**src/rtl/cd_pkg.sv**
```systemverilog
// Shared constants and types for the cdbus RX fetch engine: CSR map of the
// cdbus core, flag bit positions, control command values and the FSM states.
package cd_pkg;

  localparam logic [4:0] A_INT_FLAG = 5'h10;
  localparam logic [4:0] A_RX_CTRL  = 5'h14;
  localparam logic [4:0] A_RX_LEN   = 5'h15;
  localparam logic [4:0] A_RX_DATA  = 5'h16;

  localparam int B_RX_PEND = 1;
  localparam int B_RX_ERR  = 3;

  localparam logic [7:0] C_RX_DONE = 8'h01;
  localparam logic [7:0] C_RX_CLR  = 8'h10;

  typedef enum logic [3:0] {
    IDLE,
    STAT,
    STAT_W,
    CLR_E,
    LEN,
    LEN_W,
    DATA,
    DATA_W,
    DONE
  } state_t;

  // Increment that sticks at 255 so a long error storm never wraps the count.
  function automatic logic [7:0] satInc(input logic [7:0] value);
    return (value == 8'hFF) ? value : value + 8'd1;
  endfunction

endpackage

```
**src/rtl/cd_fifo2.sv**
```systemverilog
// Two-entry register FIFO holding {data, last} for the outgoing byte stream.
// Head entry drives the stream outputs directly, so data/last are stable
// while a byte waits for the consumer.
module cd_fifo2 (
  input  logic       i_clk,
  input  logic       i_reset,
  input  logic       i_push,
  input  logic [8:0] i_din,
  input  logic       i_ready,
  output logic       o_valid,
  output logic [8:0] o_dout,
  output logic [1:0] o_count
);

  logic [8:0] r_head;
  logic [8:0] r_tail;
  logic [1:0] r_count;
  logic       w_pop;

  assign w_pop   = (r_count != 2'd0) && i_ready;
  assign o_valid = (r_count != 2'd0);
  assign o_dout  = r_head;
  assign o_count = r_count;

  // Storage and occupancy; a simultaneous push and pop keeps the count unchanged.
  always_ff @(posedge i_clk) begin
    if (i_reset) begin
      r_head  <= '0;
      r_tail  <= '0;
      r_count <= 2'd0;
    end else begin
      case ({i_push, w_pop})
        2'b10: begin
          if (r_count == 2'd0) r_head <= i_din;
          else                 r_tail <= i_din;
          r_count <= r_count + 2'd1;
        end
        2'b01: begin
          r_head  <= r_tail;
          r_count <= r_count - 2'd1;
        end
        2'b11: begin
          if (r_count == 2'd1) begin
            r_head <= i_din;
          end else begin
            r_head <= r_tail;
            r_tail <= i_din;
          end
        end
        default: ;
      endcase
    end
  end

  a_noPushWhenFull: assert property (@(posedge i_clk) disable iff (i_reset)
                                      !(i_push && (r_count == 2'd2)));

endmodule

```
**src/rtl/cd_rx_fetch.sv**
```systemverilog
// CSR master that drains received frames from the cdbus core RX page and
// replays them as a byte stream with a last-byte marker, then releases the
// page. Started by irq or by a periodic status poll while idle.
module cd_rx_fetch
  import cd_pkg::*;
#(
  parameter int unsigned POLL_DIV = 1024
) (
  input  logic       i_clk,
  input  logic       i_reset,
  input  logic       i_irq,
  output logic [4:0] o_csr_address,
  output logic       o_csr_read,
  input  logic [7:0] i_csr_readdata,
  output logic       o_csr_write,
  output logic [7:0] o_csr_writedata,
  output logic [7:0] o_m_data,
  output logic       o_m_valid,
  output logic       o_m_last,
  input  logic       i_m_ready,
  output logic [7:0] o_err_cnt
);

  localparam int PW = (POLL_DIV > 2) ? $clog2(POLL_DIV) : 1;
  localparam logic [PW-1:0] POLL_LAST = PW'(POLL_DIV - 1);

  state_t        r_state;
  logic [PW-1:0] r_pollCnt;
  logic [7:0]    r_remain;
  logic [7:0]    r_errCnt;

  logic          w_pollHit;
  logic          w_room;
  logic          w_fifoEmpty;
  logic          w_push;
  logic [8:0]    w_pushWord;
  logic [8:0]    w_headWord;
  logic [1:0]    w_fifoCount;

  assign w_pollHit   = (POLL_DIV != 0) && (r_pollCnt == POLL_LAST);
  assign w_fifoEmpty = (w_fifoCount == 2'd0);
  assign w_room      = w_fifoEmpty || ((w_fifoCount == 2'd1) && i_m_ready);
  assign w_push      = (r_state == DATA_W);
  assign w_pushWord  = {i_csr_readdata, (r_remain == 8'd1)};

  assign o_m_data  = w_headWord[8:1];
  assign o_m_last  = w_headWord[0];
  assign o_err_cnt = r_errCnt;

  cd_fifo2 u_fifo (
    .i_clk   (i_clk),
    .i_reset (i_reset),
    .i_push  (w_push),
    .i_din   (w_pushWord),
    .i_ready (i_m_ready),
    .o_valid (o_m_valid),
    .o_dout  (w_headWord),
    .o_count (w_fifoCount)
  );

  // CSR strobes decoded from the state so the DATA read can react to this cycle's m_ready.
  always_comb begin
    o_csr_address   = '0;
    o_csr_read      = 1'b0;
    o_csr_write     = 1'b0;
    o_csr_writedata = '0;
    case (r_state)
      STAT: begin
        o_csr_address = A_INT_FLAG;
        o_csr_read    = 1'b1;
      end
      LEN: begin
        o_csr_address = A_RX_LEN;
        o_csr_read    = 1'b1;
      end
      DATA: begin
        o_csr_address = A_RX_DATA;
        o_csr_read    = w_room;
      end
      CLR_E: begin
        o_csr_address   = A_RX_CTRL;
        o_csr_write     = 1'b1;
        o_csr_writedata = C_RX_CLR;
      end
      DONE: begin
        o_csr_address   = A_RX_CTRL;
        o_csr_write     = w_fifoEmpty;
        o_csr_writedata = C_RX_DONE;
      end
      default: ;
    endcase
  end

  // Fetch sequencer: status check, error clear, length read, byte reads, page release.
  always_ff @(posedge i_clk) begin
    if (i_reset) begin
      r_state   <= IDLE;
      r_pollCnt <= '0;
      r_remain  <= 8'd0;
      r_errCnt  <= 8'd0;
    end else begin
      case (r_state)
        IDLE: begin
          r_pollCnt <= w_pollHit ? '0 : r_pollCnt + 1'b1;
          if (i_irq || w_pollHit) r_state <= STAT;
        end
        STAT:   r_state <= STAT_W;
        STAT_W: begin
          if (i_csr_readdata[B_RX_ERR])       r_state <= CLR_E;
          else if (i_csr_readdata[B_RX_PEND]) r_state <= LEN;
          else                                r_state <= IDLE;
        end
        CLR_E: begin
          r_errCnt <= satInc(r_errCnt);
          r_state  <= IDLE;
        end
        LEN:    r_state <= LEN_W;
        LEN_W: begin
          if (i_csr_readdata == 8'd0) begin
            r_state <= DONE;
          end else begin
            r_remain <= i_csr_readdata;
            r_state  <= DATA;
          end
        end
        DATA: begin
          if (w_room) r_state <= DATA_W;
        end
        DATA_W: begin
          r_remain <= r_remain - 8'd1;
          r_state  <= (r_remain == 8'd1) ? DONE : DATA;
        end
        DONE: begin
          if (w_fifoEmpty) r_state <= IDLE;
        end
        default: r_state <= IDLE;
      endcase
    end
  end

endmodule

```
**config.mk**
```make
export PLATFORM = sky130hd
export DESIGN_NAME = cd_rx_fetch
export DESIGN_NICKNAME = d
export VERILOG_FILES = /design/src/rtl/cd_pkg.sv /design/src/rtl/cd_fifo2.sv /design/src/rtl/cd_rx_fetch.sv
export SDC_FILE = /design/constraint.sdc
export NUM_CORES = 1
export LEC_CHECK = 0
export CORE_UTILIZATION = 57
export CTS_CLUSTER_SIZE = 10
export DETAILED_ROUTE_END_ITERATION = 6
export GPL_ROUTABILITY_DRIVEN = 0
export HOLD_SLACK_MARGIN = 0.06
export PLACE_DENSITY = 0.84
export SLEW_MARGIN = 5
export SYNTH_ARGS = -nofsm -noshare
export SYNTH_HDL_FRONTEND = slang
export SYNTH_SLANG_ARGS = --single-unit
```
**constraint.sdc**
```tcl
create_clock -name i_clk -period 5.2 [get_ports i_clk]
set_input_delay 0.78 -clock i_clk [delete_from_list [all_inputs] [get_ports i_clk]]
set_output_delay 0.78 -clock i_clk [all_outputs]
set_load 0.1 [all_outputs]
```
==> flow_summary.yaml, run 1 <==
outcome:
  status: "completed"
yosys:
  netlist_instances: 298
  synth_area_leader_cell: "dfxtp_1"
  postSynthAreaPerCell_um2: 8.73
  synth-seq-cells: 50
  synth_top_flop_cell: "dfxtp_1"
  async_flop_share_pct: 0
  synth-edff-count: 0
  yosys_warnings: 0
  synth_cell_types: 57
  yosysSeqAreaShare_pct: 38.5
  syn-cell-area_mm2: 0.00260
  synth_top_area_share_pct: 38.5
  synth.most_common_cell: "dfxtp_1"
  synth_area_leaders: "dfxtp_1 38%, nor2_1 6.3%, mux2i_1 4.6%"
  yosys-top-cells-count: "50 x dfxtp_1, 44 x nor2_1, 16 x nand2_1, 14 x nor3_1"
timing:
  max_slew_margin_pct: 24.8
  setup_slack_ns: 1.58
  fmax_mhz: 276
  clock_skew_ns: 0.00872
  worst_slew_pin_slew_ns: 1.12
  fin_crit_sh_pct: 69.6
  drv_slew: 0
  finalSetupViolations: 0
  tns_ns: 0
  hold_viol_final: 0
  grt_setup_unrepaired: "no"
  period_minus_slack_ns: 3.62
global_route:
  antenna_found_initial: 0
  grt.overflow.total: 0
  grt_pass1_wl_mm: 9.85
  grt_pass1_vias: 2174
  grt_max_degree: 26
  groute.usage.overall_pct: 24.8
clock_network:
  cts_hold_buf: 0
  post-cts-setup-buffers: 0
  cts_buffer_depth: 2
  cts_tree: "yes"
  cts_buffers: 5
  h-tree-depth: 2
  cts_resized: 0
  clk_pin_slew_worst_paths_ns: 0.09
  insertion_delay_ns: 0.31
  clock_sinks: 50
  root_buffer: "clkbuf_8"
setup_path:
  crit_path_end_kind: "primary output"
  cp.arrival_ns: 2.84
  required_ns: 4.42
  crit_fanout: 2
  crit_type: "in -> out"
  crit_path_start_kind: "input pin"
min_path:
  hp-class: "reg -> reg"
route:
  vias_per_cell: 6.08
  routed_wl_mm: 5.60
  ant_nets: 0
  vias: 2309
  routedWlPerCell_um: 14.7
  first_pass_iters: 4
  drtIter0Drc: 188
  drc: 0
power_and_ir_drop:
  irDropWorstVdd_mv: 0.243
  power_density_mw_per_mm2: 334
  power_leakage_uw: 0.00123
final_layout:
  diodes: 0
  area_growth_syn_to_layout_pct: 17.8
  drive_above_1_share_pct: 5.49
  final_cells: 380
  utilization_pct: 69.9
  layout.nets: 348
floorplanning:
  die_area_mm2: 0.00484
  ios: 45
  fp-row-count: 24
  die_y_um: 69.6
  initial_core_util_pct: 59.3
  core_area_mm2: 0.00438
  die_x_um: 69.6
placement:
  io_buffers: 37
  placedCellCount: 372
  pre_cts_ws_ns: 1.60
  dp_hpwl_mm: 3.92
job:
  drv_cap: 0
==> sequential cells by signal, indices dropped and copies added, names as in the netlist <==
name            flops
o_err_cnt           8
r_pollCnt          10
r_remain            8
r_state             4
u_fifo.o_count      2
u_fifo.o_dout       9
u_fifo.r_tail       9
==> cell usage in the layout (no fill, tap or decap), types with 6 or more instances in the layout <==
cell type / count
clkdlybuf4s50_1: 37
ha_1: 9
mux2i_1: 12
dfxtp_1: 50
clkbuf_8: 6
o21ai_0: 6
inv_1: 9
nor3_1: 14
nor2_1: 44
a31oi_1: 9
nand4_1: 6
conb_1: 7
a221oi_1: 10
xor2_1: 10
a21oi_1: 12
nand2_1: 16
xnor2_1: 6
==> final cells by class <==
cell class | instances | area, um^2
clock buffers | 6 | 82.6
inverters | 10 | 37.5
multi-input cells | 222 | 1460
fillers | 334 | 1320
flip-flops and latches | 50 | 1000
clock inverters | 2 | 38.8
well taps | 52 | 65.1
repair buffers | 38 | 378
==> report_power, final <==
group / internal [uW] / switching (uW)
Combinational: 78.4 / 229
Clock: 158 / 134
Sequential: 403 / 21.9
==> kinds of logic (layout without fill, tap and decap cells) <==
family / Yosys count / count (layout) / synth area share, %
other: 1 / 7 / 0.144
DFF: 50 / 50 / 38.5
and+or+nand+nor: 118 / 118 / 23.9
AOI/OAI and AO/OA: 59 / 59 / 16.5
buffers and inverters: 32 / 56 / 6.16
adders and majority gates: 9 / 9 / 4.33
xor gates and xnor gates: 16 / 16 / 5.39
muxes: 13 / 13 / 5.05
==> critical path, cell delays in order <==
cell	delay (ns)
clkdlybuf4s50_1	0.48
a21oi_1	0.08
a21oi_1	0.16
a21oi_1	0.08
nor2_1	0.12
clkdlybuf4s50_1	1.14
==> final timing paths <==
path	start	to	slack, ns	depth (start not counted)
worst max register to register	r_state[3]	u_fifo.r_tail[2]	2.44	5
worst min-delay path	u_fifo.o_dout[8]	u_fifo.o_dout[8]	0.50	2
worst min register to register	u_fifo.o_dout[8]	u_fifo.o_dout[8]	0.50	2
worst max-delay path	i_m_ready	o_csr_read	1.58	6
==> metrics by stage <==
stage	total power (uW)	area, um^2	hold slack, ns
CTS	1030	3070	0.502
global placement	734	2940	0.475
global route	1070	3070	0.524
detailed placement	740	2940	0.484
floorplan	674	2620	0.463
finish	1020	3070	0.497
==> layer usage <==
metal  part of all wire [%]  wire [um]  global-route usage, %
met1                     45       2520                   31.3
met2                     50       2780                   42.8
met3                    4.2        238                   4.07
met4                    1.1         61                   8.39
met5                      0          0                      0
No activity file was read; power rests on OpenSTA's default activity.
==> inputs of run 2 (changes only) <==
- CORE_UTILIZATION: 57 -> 48
- PLACE_DENSITY: 0.84 -> 0.75
- clock period: 5.2 -> 3 ns (I/O delays scaled with it)
==> flow_summary.yaml, run 2 (synthesis gave the netlist of run 1 again) <==
outcome:
  status: "completed"
global_route:
  grt_max_degree: 46
  antenna_found_initial: 0
  grt_pass1_vias: 1971
  grt.overflow.total: 0
  groute.usage.overall_pct: 21.4
  grt_pass1_wl_mm: 9.11
power_and_ir_drop:
  power_leakage_uw: 0.00129
  irDropWorstVdd_mv: 0.332
  power_density_mw_per_mm2: 575
  power_uw: 1750
clock_network:
  clock_sinks: 50
  cts_buffer_depth: 2
  clk_pin_slew_worst_paths_ns: 0.09
  root_buffer: "clkbuf_8"
  cts_tree: "yes"
  cts_hold_buf: 0
  post-cts-setup-buffers: 0
  cts_resized: 0
  cts_buffers: 5
  insertion_delay_ns: 0.31
  h-tree-depth: 2
route:
  routedWlPerCell_um: 14.2
  vias: 2272
  routed_wl_mm: 5.67
  first_pass_iters: 5
  drc: 0
  drtIter0Drc: 113
  vias_per_cell: 5.68
  ant_nets: 0
floorplanning:
  fp-row-count: 26
  initial_core_util_pct: 50.3
  core_area_mm2: 0.00517
  die_area_mm2: 0.00572
  die_y_um: 75.6
  ios: 45
  die_x_um: 75.6
final_layout:
  final_cells: 400
  final_common_cell: "dfxtp_1"
  area_growth_syn_to_layout_pct: 17.2
  seqCellArea_mm2: 0.00100
  diodes: 0
  utilization_pct: 58.9
  n_fill_cell: 463
  largest_reg_flops: 10
  final_cell_mix: "50 x dfxtp_1, 44 x nor2_1, 28 x buf_4"
  layout.nets: 350
  fin_area_mm2: 0.00305
  multi_input_area_mm2: 0.00147
  regMostFlops: "r_pollCnt"
  drive_above_1_share_pct: 14.2
min_path:
  hp-class: "reg -> reg"
timing:
  hold_viol_final: 0
  drv_slew: 0
  fin_crit_sh_pct: 84.0
  fmax_mhz: 397
  max_slew_margin_pct: 64.5
  finalSetupViolations: 0
  period_minus_slack_ns: 2.52
  grt_setup_unrepaired: "no"
  clock_skew_ns: 0.00680
  tns_ns: 0
  worst_slew_pin_slew_ns: 0.532
setup_path:
  crit_fanout: 17
  crit_type: "reg -> reg"
  cp.arrival_ns: 2.71
  required_ns: 3.19
  crit_path_end_kind: "register"
  crit_path_start_kind: "register"
placement:
  place_area_mm2: 0.00294
  placedCellCount: 392
  io_buffers: 37
  dp_hpwl_mm: 3.90
job:
  drv_cap: 0
[run 2: path summary, 6_finish.rpt]
check / from / to / slack (ns) / cells after the start
hold / removal: u_fifo.o_dout[0] / u_fifo.o_dout[0] / 0.50 / 2
setup reg to reg: r_state[0] / u_fifo.o_dout[1] / 0.48 / 6
hold reg to reg: u_fifo.o_dout[0] / u_fifo.o_dout[0] / 0.50 / 2
setup / recovery: r_state[0] / u_fifo.o_dout[1] / 0.48 / 6
[run 2: where the power goes]
part	internal [uW]	leakage, uW	total, uW	switching (uW)
Combinational	132	0.000830	526	394
Sequential	699	0.000404	739	39.6
Clock	250	0.0000585	487	237
[run 2: area by class of cell]
| class | instances | area share [%] |
|---|---|---|
| Clock inverter | 3 | 1.44 |
| Clock buffer | 5 | 2.26 |
| Multi-Input combinational cell | 222 | 48.2 |
| Sequential cell | 50 | 32.8 |
| Inverter | 10 | 1.23 |
| Tap cell | 70 | 2.87 |
| Timing Repair Buffer | 40 | 11.2 |
[run 2: metrics by stage]
step	hold WS (ns)	worst slack (ns)
3_3_place_gp	0.477	0.626
5_1_grt	0.524	0.208
4_1_cts	0.499	0.497
6_report	0.496	0.481
2_1_floorplan	0.463	0.187
3_5_place_dp	0.482	0.530
[run 2: per-layer routing]
layer / track usage (%) / up-vias / share of wire (%)
met1: 27.5 / 1067 / 46
li1: - / 1126 / -
met5: 0 / - / 0
met4: 12.1 / 0 / 3.3
met3: 4.37 / 17 / 4.5
met2: 33.5 / 62 / 46
[run 2: critical path, cell delays in order (launching register included)]
cell and delay [ns]:
dfxtp_1 0.64, and4b_1 0.62, inv_2 0.18, ha_1 0.27, o21a_1 0.30, a221oi_1 0.29, nor3_1 0.09
==> edit 1 (config.mk and constraints of run 2) <==
Put one more register stage on the output `o_err_cnt`, without a reset. The value now appears one clock later. The other outputs are not delayed to match.
--- a/src/rtl/cd_rx_fetch.sv
+++ b/src/rtl/cd_rx_fetch.sv
@@ -45,7 +45,9 @@
 
   assign o_m_data  = w_headWord[8:1];
   assign o_m_last  = w_headWord[0];
-  assign o_err_cnt = r_errCnt;
+  always_ff @(posedge i_clk) begin
+    o_err_cnt <= r_errCnt;
+  end
 
   cd_fifo2 u_fifo (
     .i_clk   (i_clk),
Function: changed (Yosys sat finds a counterexample within 10 cycles, from zero or initial values and one cycle with i_reset high).
==> edit 1 against run 2 <==
Design area is 11% higher. Power grew 26%. Core utilization grew 2.4 points. Highest routed layer unchanged. Sequential power up 13%. Synthesized cell count rose by 5.4%. Area after synthesis increased by 6.2%. Critical path type unchanged. Largest cell class unchanged. Clock power up 73%. Sequential cell count rose by 8. Setup slack gained 100 ps. Non-clock buffer count up 4. Wire length increased by 6.0%. Via count grew 5.4%. Clock skew barely moved.
==> edit 1: results (changes against run 2) <==
* Leading cell types by count after synthesis: dfxtp_1, nor2_1, nand2_1
* Met1 global-route usage at 25.6% (-1.9 points)
* Compound-Gate Fraction of Synth Area at 17.1% (+0.53 points)
* Wire length on met3 at 275 um (+7.8%)
* Synth Area in XOR/XNOR at 4.76% (-0.63 points)
* Worst hold start: r_errCnt[7]
* Met2 WL at 2890 um (+10%)
* Cell family with the largest share of critical-path delay: compound AO/OA/AOI/OAI gates
* Starting DRC count in detailed routing at 107 (-5.3%)
* CP Max Fanout at 14 (-3)
* Outcome: completed
* Critical path arrival at 2640 ps (-70 ps)
* Worst skew pair latency at 340 ps (+30 ps)
* Number of vias per cell at 5.58 (-1.7%)
* Crit share post-route at 80.5% (-3.5 points)
* Cells after Synth at 314 (+5.4%)
* Grt met2 use at 35.1% (+1.6 points)
* Sequential area share after synthesis at 42.0% (+3.5 points)
* CTS Buf Count at 9 (+4)
* Layout Cells excl Fill at 429 (+7.2%)
* Met1 Routed Length at 2740 um (+5.4%)
* DRT Pass-1 Iters at 4 (-1)
* Post-synthesis mux area share at 3.99% (-1.1 points)
* Post-synth top flop: dfxtp_1
* I/O Buffers at 37 (unchanged)
* Netlist cell types at 55 (-3.5%)
* Skew final at 7.27 ps (+0.473 ps)
* Leakage at 1.34 nW (+3.3%)
* Worst Hold Path Cells at 0 (-2)
* Relative slew slack at 52.7% (-12 points)
* Setup crit start: r_state[1]
* Final nets at 373 (+6.6%)
* Placement Setup Slack at 548 ps (+18.9 ps)
* Largest net degree at the start of global routing at 36 (-22%)
* EDFF count, synth at 0 (unchanged)
* Area contributors post-synth: dfxtp_1, nor2_1, ha_1, mux2i_1, o21ai_0
* DP Area at 3160 um^2 (+7.6%)
* DP Cell Count at 413 (+5.4%)
* Layout cell share with drive strength beyond 1 at 16.2% (+2.0 points)
* GR Util All Layers at 21.4% (about the same)
* WL per Instance at 14.0 um (-1.1%)
* Vias in the first global route at 2185 (+11%)
* Crit path capture: u_fifo.o_dout[0]
* Worst Hold Path EP: o_err_cnt[7]
* First-pass GRT wire length at 10100 um (+11%)
* GR Util met3 at 5.41% (+1.0 points)
* R2r setup slk at 580 ps (+100 ps)
* Worst-case vdd ir drop at 0.000414 V (+25%)
* Worst hold slack at 386 ps (-111 ps)
* CTS clock-pin slew for the worst setup and hold paths at 70 ps (-20 ps)
* Hpwl dp at 4100 um (+5.2%)
## edit 1: final cells by class
class | count | area [um^2]
clock buffer | 12 | 165
inverter | 11 | 41.3
clock inverter | 4 | 72.6
sequential | 58 | 1160
tap | 72 | 90.1
fill | 495 | 2140
multi-input combinational | 228 | 1470
timing repair buffer | 44 | 395
## edit 1: power breakdown
part / total [W] / internal (W) / switching (W)
Combinational: 0.000535 / 0.000133 / 0.000402
Sequential: 0.000834 / 0.000806 / 0.0000277
Clock: 0.000844 / 0.000534 / 0.000310
## edit 1: worst register-to-register path, stage by stage (launching register included)
cell and delay, ps:
dfxtp_1 590, and4b_1 290, clkinv_1 290, ha_1 350, o21a_1 320, a221oi_1 370, nor2_1 90
## edit 1: stage by stage
stage	total power [W]	util (%)
after floorplan	0.00128	-
after global placement	0.00138	57.0
after detailed placement	0.00138	57.0
after CTS	0.00223	61.3
after global routing	0.00230	61.3
final	0.00221	61.3
==> edit 2 (settings of run 2) <==
Made on the original files. `POLL_DIV`: 1024 -> 512.
--- a/src/rtl/cd_rx_fetch.sv
+++ b/src/rtl/cd_rx_fetch.sv
@@ -4,7 +4,7 @@
 module cd_rx_fetch
   import cd_pkg::*;
 #(
-  parameter int unsigned POLL_DIV = 1024
+  parameter int unsigned POLL_DIV = 512
 ) (
   input  logic       i_clk,
   input  logic       i_reset,
Function: same outputs for any inputs over 10 cycles, from zero or initial values and one cycle with i_reset high; that may be too few to reach the edited logic, so the function may still have changed.
==> edit 2 against run 2 <==
Clock skew down 0.60 ps. Design area about the same. Sequential cell count down 1. Critical endpoint is now o_csr_write. Setup slack better by 130 ps. Wire length down 5.9%. Area after synthesis down 2.4%. Power down 2.6%. Sequential share of layout area down 0.67 points. Global-route usage down 0.54 points. Critical path type is now reg2out.
==> edit 2: results (changes against run 2) <==
* Outcome: completed
* H-tree Lvls at 2 (unchanged)
* DRT Pass-1 Iters at 4 (-1)
* Initial antenna violation count at 0 (unchanged)
* Wire length on met3 at 231 um (-9.4%)
* Via count at 2227 (-2.0%)
* Worst hold slack at 472 ps (-24.6 ps)
* Area contributors post-synth: dfxtp_1, nor2_1, ha_1, mux2i_1, a221oi_1
* Count leader, synth: dfxtp_1
* Clock buffer depth at 2 (unchanged)
* Worst Hold Class: reg2reg
* Hold Vio Cnt, Final at 0 (unchanged)
* Clk root buf: clkbuf_8
* Ys Warns at 0 (unchanged)
* Leakage at 1.25 nW (-3.2%)
* Post-cts gate resize count at 0 (unchanged)
* Hpwl dp at 3810 um (-2.3%)
* Highest metal used: met4
* First-pass GRT wire length at 9000 um (-1.2%)
* I/O Buffers at 37 (unchanged)
* Ys async rst share at 0% (unchanged)
* Ant. Diodes at 0 (unchanged)
* Number of vias per cell at 5.57 (-2.0%)
* Layout cell share with drive strength beyond 1 at 15.8% (+1.5 points)
* Leading cell types by count after synthesis: dfxtp_1, nor2_1, nand2_1
* WL per Instance at 13.3 um (-5.9%)
* Antenna Violating Nets Remaining at 0 (unchanged)
* Worst skew pair latency at 300 ps
* Post-synthesis adder-cell area fraction at 4.93% (+0.60 points)
* CTS clock-pin slew for the worst setup and hold paths at 90 ps (about the same)
* CTS Buf Count at 5 (unchanged)
* Vias in the first global route at 1974 (+0.15%)
* Sequential area share after synthesis at 38.6% (+0.14 points)
* Final nets at 352 (+0.57%)
* Compound-Gate Fraction of Synth Area at 16.7% (+0.15 points)
* GR Util All Layers at 20.9% (-0.54 points)
* R2r setup slk at 720 ps (+240 ps)
* Syn_area_per_cell at 8.61 um^2 (-1.4%)
* Netlist cell types at 52 (-8.8%)
* Starting DRC count in detailed routing at 97 (-14%)
* Setup Buffers After CTS at 0 (unchanged)
* Met1 Routed Length at 2550 um (-2.1%)
* Relative slew slack at 63.4% (-1.1 points)
* Skew final at 6.19 ps (-0.602 ps)
* Largest net degree at the start of global routing at 31 (-33%)
* Worst-case vdd ir drop at 0.000404 V (+22%)
* DP Cell Count at 393 (+0.26%)
* Synth Area in XOR/XNOR at 4.14% (-1.2 points)
* Post-synthesis mux area share at 4.78% (-0.27 points)
* CP Max Fanout at 14 (-3)
* Met2 WL at 2480 um (-5.7%)
-- edit 2: cell count changes in the layout (fill, tap and decap cells not counted), sizes merged, moves of 3 or more --
cell and change:
xnor2 -3, nor4bb +3, nand3 +7, nor2 -4, buf +4, and4bb -3
a21oi +3, a31oi -4
-- edit 2: worst paths after layout --
kind | start | end | cells past startpoint
min | r_pollCnt[8] | r_pollCnt[8] | 2
min reg2reg | r_pollCnt[8] | r_pollCnt[8] | 2
max | r_state[3] | o_csr_write | 4
max reg2reg | r_state[0] | u_fifo.o_dout[1] | 6
-- edit 2: area by class of cell --
| cell class | instances | area [um^2] |
|---|---|---|
| tap | 70 | 87.6 |
| inverter | 10 | 37.5 |
| fill | 484 | 2060 |
| timing repair buffer | 44 | 395 |
| clock buffer | 5 | 68.8 |
| clock inverter | 2 | 35.0 |
| multi-input combinational | 220 | 1440 |
| sequential | 49 | 981 |
-- edit 2: report_power, final --
group / leakage, nW / internal (W) / switching, W
logic: 0.802 / 0.000133 / 0.000395
registers: 0.396 / 0.000685 / 0.0000373
clock network: 0.0540 / 0.000243 / 0.000213
total: 1.25 / 0.00106 / 0.000645
-- edit 2: kinds of logic after synthesis --
kind of cell,Yosys count
adders and majority gates,10
DFF,49
and+or+nand+nor,120
muxes,12
buffers and inverters,32
xor gates and xnor gates,12
other,1
AOI/OAI and AO/OA,59
-- edit 2: per-stage QoR --
step	cell area [um^2]	setup slack [ps]	util [%]	power, W
4_1_cts	3050	599	59.7	0.00172
3_5_place_dp	2950	707	57.7	0.00126
3_3_place_gp	2950	727	57.7	0.00126
5_1_grt	3050	488	59.7	0.00178
6_report	3050	612	59.7	0.00171
2_1_floorplan	2570	44.6	-	0.00115
-- edit 2: routing by layer --
metal | track usage (%) | vias up
met4 | 6.29 | 0
met1 | 28.7 | 1055
met2 | 32.9 | 41
met3 | 4.55 | 10
li1 | - | 1121
met5 | 0 | -
-- edit 2: worst max-delay path, stage by stage, from the launching register on --
cell and delay (ps):
dfxtp_1 620, or4b_1 540, inv_1 130, a21o_1 170, buf_12 180
